**src/rtl/sw_debounce_ctrl.sv**
```systemverilog
// Switch-bus debounce controller: accepts a new switch word only after it has
// been sampled unchanged for STABLE_CYCLES edges, then offers it with valid/ready.
module sw_debounce_ctrl #(
    parameter int WIDTH         = 10,
    parameter int STABLE_CYCLES = 1_000_000,
    localparam int CNT_W        = $clog2(STABLE_CYCLES + 1)
) (
    input  logic             clk,
    input  logic             reset_n,
    input  logic [WIDTH-1:0] sw_sync,
    output logic [WIDTH-1:0] sw_stable,
    output logic             upd_valid,
    input  logic             upd_ready,
    output logic             busy
);

    typedef enum logic [1:0] {
        IDLE   = 2'd0,
        SETTLE = 2'd1,
        UPDATE = 2'd2
    } state_t;

    // The candidate's first sample is taken on entry to SETTLE, so the
    // counter only has to cover the remaining STABLE_CYCLES-1 samples.
    localparam logic [CNT_W-1:0] CNT_LAST = CNT_W'(STABLE_CYCLES - 2);

    state_t             state_q, state_d;
    logic [WIDTH-1:0]   sw_stable_q, sw_stable_d;
    logic [WIDTH-1:0]   cand_q, cand_d;
    logic [CNT_W-1:0]   cnt_q, cnt_d;
    logic               upd_valid_q, upd_valid_d;
    logic               busy_q, busy_d;

    always_ff @(posedge clk or negedge reset_n) begin
        if (!reset_n) begin
            state_q     <= IDLE;
            sw_stable_q <= '0;
            cand_q      <= '0;
            cnt_q       <= '0;
            upd_valid_q <= 1'b0;
            busy_q      <= 1'b0;
        end else begin
            state_q     <= state_d;
            sw_stable_q <= sw_stable_d;
            cand_q      <= cand_d;
            cnt_q       <= cnt_d;
            upd_valid_q <= upd_valid_d;
            busy_q      <= busy_d;
        end
    end

    always_comb begin
        state_d     = state_q;
        sw_stable_d = sw_stable_q;
        cand_d      = cand_q;
        cnt_d       = cnt_q;
        upd_valid_d = upd_valid_q;

        unique case (state_q)
            IDLE: begin
                if (sw_sync != sw_stable_q) begin
                    cand_d  = sw_sync;
                    cnt_d   = '0;
                    state_d = SETTLE;
                end
            end
            SETTLE: begin
                // A return to the published value cancels the update outright.
                if (sw_sync == sw_stable_q) begin
                    cnt_d   = '0;
                    state_d = IDLE;
                end else if (sw_sync != cand_q) begin
                    cand_d = sw_sync;
                    cnt_d  = '0;
                end else if (cnt_q == CNT_LAST) begin
                    sw_stable_d = cand_q;
                    upd_valid_d = 1'b1;
                    state_d     = UPDATE;
                end else begin
                    cnt_d = cnt_q + 1'b1;
                end
            end
            UPDATE: begin
                if (upd_ready) begin
                    upd_valid_d = 1'b0;
                    state_d     = IDLE;
                end
            end
            default: begin
                upd_valid_d = 1'b0;
                state_d     = IDLE;
            end
        endcase

        busy_d = (state_d != IDLE);
    end

    assign sw_stable = sw_stable_q;
    assign upd_valid = upd_valid_q;
    assign busy      = busy_q;

endmodule

```
**config.mk**
```make
export PLATFORM = sky130hd
export DESIGN_NAME = sw_debounce_ctrl
export DESIGN_NICKNAME = d
export VERILOG_FILES = /design/src/rtl/sw_debounce_ctrl.sv
export SDC_FILE = /design/constraint.sdc
export NUM_CORES = 1
export LEC_CHECK = 0
export ABC_AREA = 1
export CORE_MARGIN = 2
export CORE_UTILIZATION = 48
export CTS_BUF_LIST = sky130_fd_sc_hd__clkbuf_4 sky130_fd_sc_hd__clkbuf_8
export CTS_CLUSTER_SIZE = 30
export DETAILED_ROUTE_END_ITERATION = 10
export PLACE_DENSITY = 0.7
export SYNTH_ARGS = -nofsm -noshare
export SYNTH_HDL_FRONTEND = slang
export SYNTH_SLANG_ARGS = --single-unit
```
**constraint.sdc**
```tcl
create_clock -name clk -period 3.7 [get_ports clk]
set_clock_uncertainty 0.15 [all_clocks]
set_input_delay 0.74 -clock clk [delete_from_list [all_inputs] [get_ports clk]]
set_output_delay 0.74 -clock clk [all_outputs]
set_load 0.05 [all_outputs]
```
==> impl_metrics.py <==
metrics = {
    "status": {
        "status": "finished clean",
    },
    "logic_synthesis": {
        "yosysWarningCount": 0,
        "synth.area.mux_share_pct": 0,
        "syn_area_per_cell_um2": 6.74,
        "ys_types": 29,
        "netlist.area_leader.share_pct": 37.9,
        "ys_ff_latch": 44,
        "synth_nets": 446,
        "synthSimpleGateAreaFrac_pct": 38.3,
        "synth_area_leaders": "dfrtp_1 (38%), nand2_1 (19%), nor2_1 (7.0%)",
        "synthAdderAreaFrac_pct": 0.861,
        "synth_area_um2": 2910,
        "seq_area_frac_synth_pct": 37.9,
        "synth_compound_area_share_pct": 8.70,
        "synth-xor-area-share_pct": 4.52,
        "netlist_instances": 431,
        "synth_top_family_by_area": "simple AND/OR/NAND/NOR gates",
        "synth_top_cell_by_area": "dfrtp_1",
    },
    "critical_path": {
        "critPathCaptureType": "register",
        "cp.arrival_ps": 2750,
        "path_cells": "clkdlybuf4s50_1, inv_2, nand2_1, nand2_1, a21oi_1, nand2_1, inv_2, nand2_2, nor2_2, nand2_2, nand2_4, nand2_1, o21ai_2",
        "crit_slowest_cell": "clkdlybuf4s50_1",
        "worst_setup_path_start_kind": "input pin",
        "r2r_slack_ps": 1480,
        "crit_top_cell": "nand2_1",
        "max_stage_delay_ps": 510,
        "worstSetupPathType": "input pin to register",
        "cp.required_ps": 3770,
        "cp_max_fo": 33,
    },
    "global_routing": {
        "gr-usage-all-layers_pct": 20.8,
        "grt.overflow.total": 0,
        "grt_pass1_vias": 2444,
        "grt_pass1_wl_um": 10600,
        "grt_start_max_net_pins": 45,
        "antenna_found_initial": 0,
    },
    "pwr": {
        "leakagePower_nw": 1.46,
        "p_seq_share_pct": 51.0,
        "p_comb_share_pct": 6.2,
        "p_int_w": 0.000748,
        "peakVddDrop_uv": 152,
        "pwr-share-clk_pct": 42.8,
        "swShare_pct": 22.3,
        "p_per_area_nw_per_um2": 293,
        "p_switching_w": 0.000215,
        "finalPower_w": 0.000963,
    },
    "cells_and_area": {
        "layout_commonest_cell": "nand2_1",
        "finish.net_count": 466,
        "final_cell_mix": "nand2_1 (148), nor2_1 (54), dfrtp_1 (44)",
        "multi_input_area_um2": 1520,
        "drive_gt1_share_pct": 9.29,
        "nFillCells": 594,
        "antenna_cells": 0,
        "seq_area_um2": 1100,
        "syn_to_final_growth_pct": 13.1,
    },
    "drt": {
        "vias": 2620,
        "firstDrtPassIters": 4,
        "routed_via_density": 4.97,
        "postRouteAntennaNets": 0,
        "drt_wl_total_um": 6270,
        "drc_errors": 0,
        "wl_per_cell_um": 11.9,
        "first_iter_violations": 123,
    },
    "timing": {
        "hold_viol": 0,
        "relSlewSlack_pct": 33.8,
        "timing.fmax_mhz": 373,
        "setup_viol": 0,
        "min_period_over_period_pct": 72.4,
        "period_needed_ps": 2680,
        "rsz0062_at_grt": "no",
        "slew_viol_final": 0,
        "fin_setup_tns_ps": 0,
        "tightest_slew_ps": 993,
    },
    "clock_network": {
        "cts_made_buffers": 5,
        "htree_num_levels": 2,
        "postCtsSetupBuffers": 0,
        "insertion_delay_ps": 300,
        "cts_sinks": 44,
        "cts-resized-gates": 0,
        "root_buffer": "clkbuf_8",
        "tritoncts": "done",
        "cts.path.max_buffers": 2,
        "hold_buffers": 0,
        "cts.clk_slew.worst_paths_ps": 90,
    },
    "floorplanning": {
        "core_area_um2": 5890,
        "initial_core_util_pct": 49.4,
        "die_h_um": 81.8,
        "ios": 25,
        "placementRows": 28,
        "dieArea_um2": 6690,
        "die_w_um": 81.8,
    },
    "flow_run": {
        "drv_cap": 0,
    },
    "place": {
        "io_buffers": 24,
        "finalWeightedCongestion": 0.900,
        "dp_hpwl_um": 4520,
    },
    "hold_path": {
        "hp-class": "register to register",
    },
}
Yosys cell counts, drive strengths merged:
library cell  number
a21oi              5
and3               1
nor4               1
o21ai             36
nor3               7
nand2            152
buf               13
xnor2              2
clkbuf             2
nor2b              1
inv               48
and2               1
dfrtp             44
nand3             33
ha                 2
nor2              60
xor2              13
o22ai              1
nand4              9
path summary, 6_finish.rpt:
kind,endpoint,start,cells past startpoint
worst min-delay path,upd_valid,upd_valid,2
worst max-delay path,cnt_q[8],sw_sync[4],13
max in group asynchronous,cnt_q[14],reset_n,1
worst min register to register,upd_valid,upd_valid,2
worst max register to register,cnt_q[8],cnt_q[0],10
min in group asynchronous,cnt_q[8],reset_n,1
power by group through the flow:
stage	Sequential, W	Combinational, W	Clock (W)
2_1_floorplan	0.000500	0.0000302	0
6_report	0.000491	0.0000598	0.000412
5_1_grt	0.000492	0.0000700	0.000434
3_3_place_gp	0.000500	0.0000608	0
4_1_cts	0.000491	0.0000621	0.000419
3_5_place_dp	0.000501	0.0000617	0
stage by stage:
stage	utilization, %	std cells	worst slack (ps)	hold WS, ps	cell area (µm²)
after CTS	55.9	527	1010	373	3290
final	55.9	527	1020	371	3290
after global routing	55.9	527	828	395	3290
after floorplan	-	431	1710	294	2910
after detailed placement	53.7	519	700	353	3160
after global placement	53.7	519	751	340	3160
registers in the layout, indices dropped and copies added (netlist names):
register,cells
cand_q,10
busy,1
cnt_q,20
state_q,2
upd_valid,1
sw_stable,10
layer usage:
| layer | track usage (%) | wire length (µm) |
|---|---|---|
| met2 | 34.7 | 2930 |
| met4 | 9.50 | 169 |
| met5 | 0 | 0 |
| met3 | 3.41 | 232 |
| met1 | 26.3 | 2940 |
logic make-up after synthesis:
kind of cell / count (synthesis)
DFF: 44
xor gates and xnor gates: 15
AOI/OAI and AO/OA: 42
adders and majority gates: 2
and+or+nand+nor: 265
buffers and inverters: 63
critical path: cells and delay by family:
| kind | cells | cell delay (ps) |
|---|---|---|
| and+or+nand+nor | 8 | 1140 |
| buffers and inverters | 3 | 640 |
| AOI/OAI and AO/OA | 2 | 210 |
final cells by class:
| class | count | share of cell area [%] |
|---|---|---|
| multi-input combinational | 324 | 46.3 |
| timing repair buffer | 28 | 8.07 |
| inverter | 48 | 5.48 |
| clock buffer | 7 | 2.93 |
| sequential | 44 | 33.5 |
| tap | 75 | 2.85 |
| clock inverter | 1 | 0.913 |
Power figures use the tool's default switching activity.
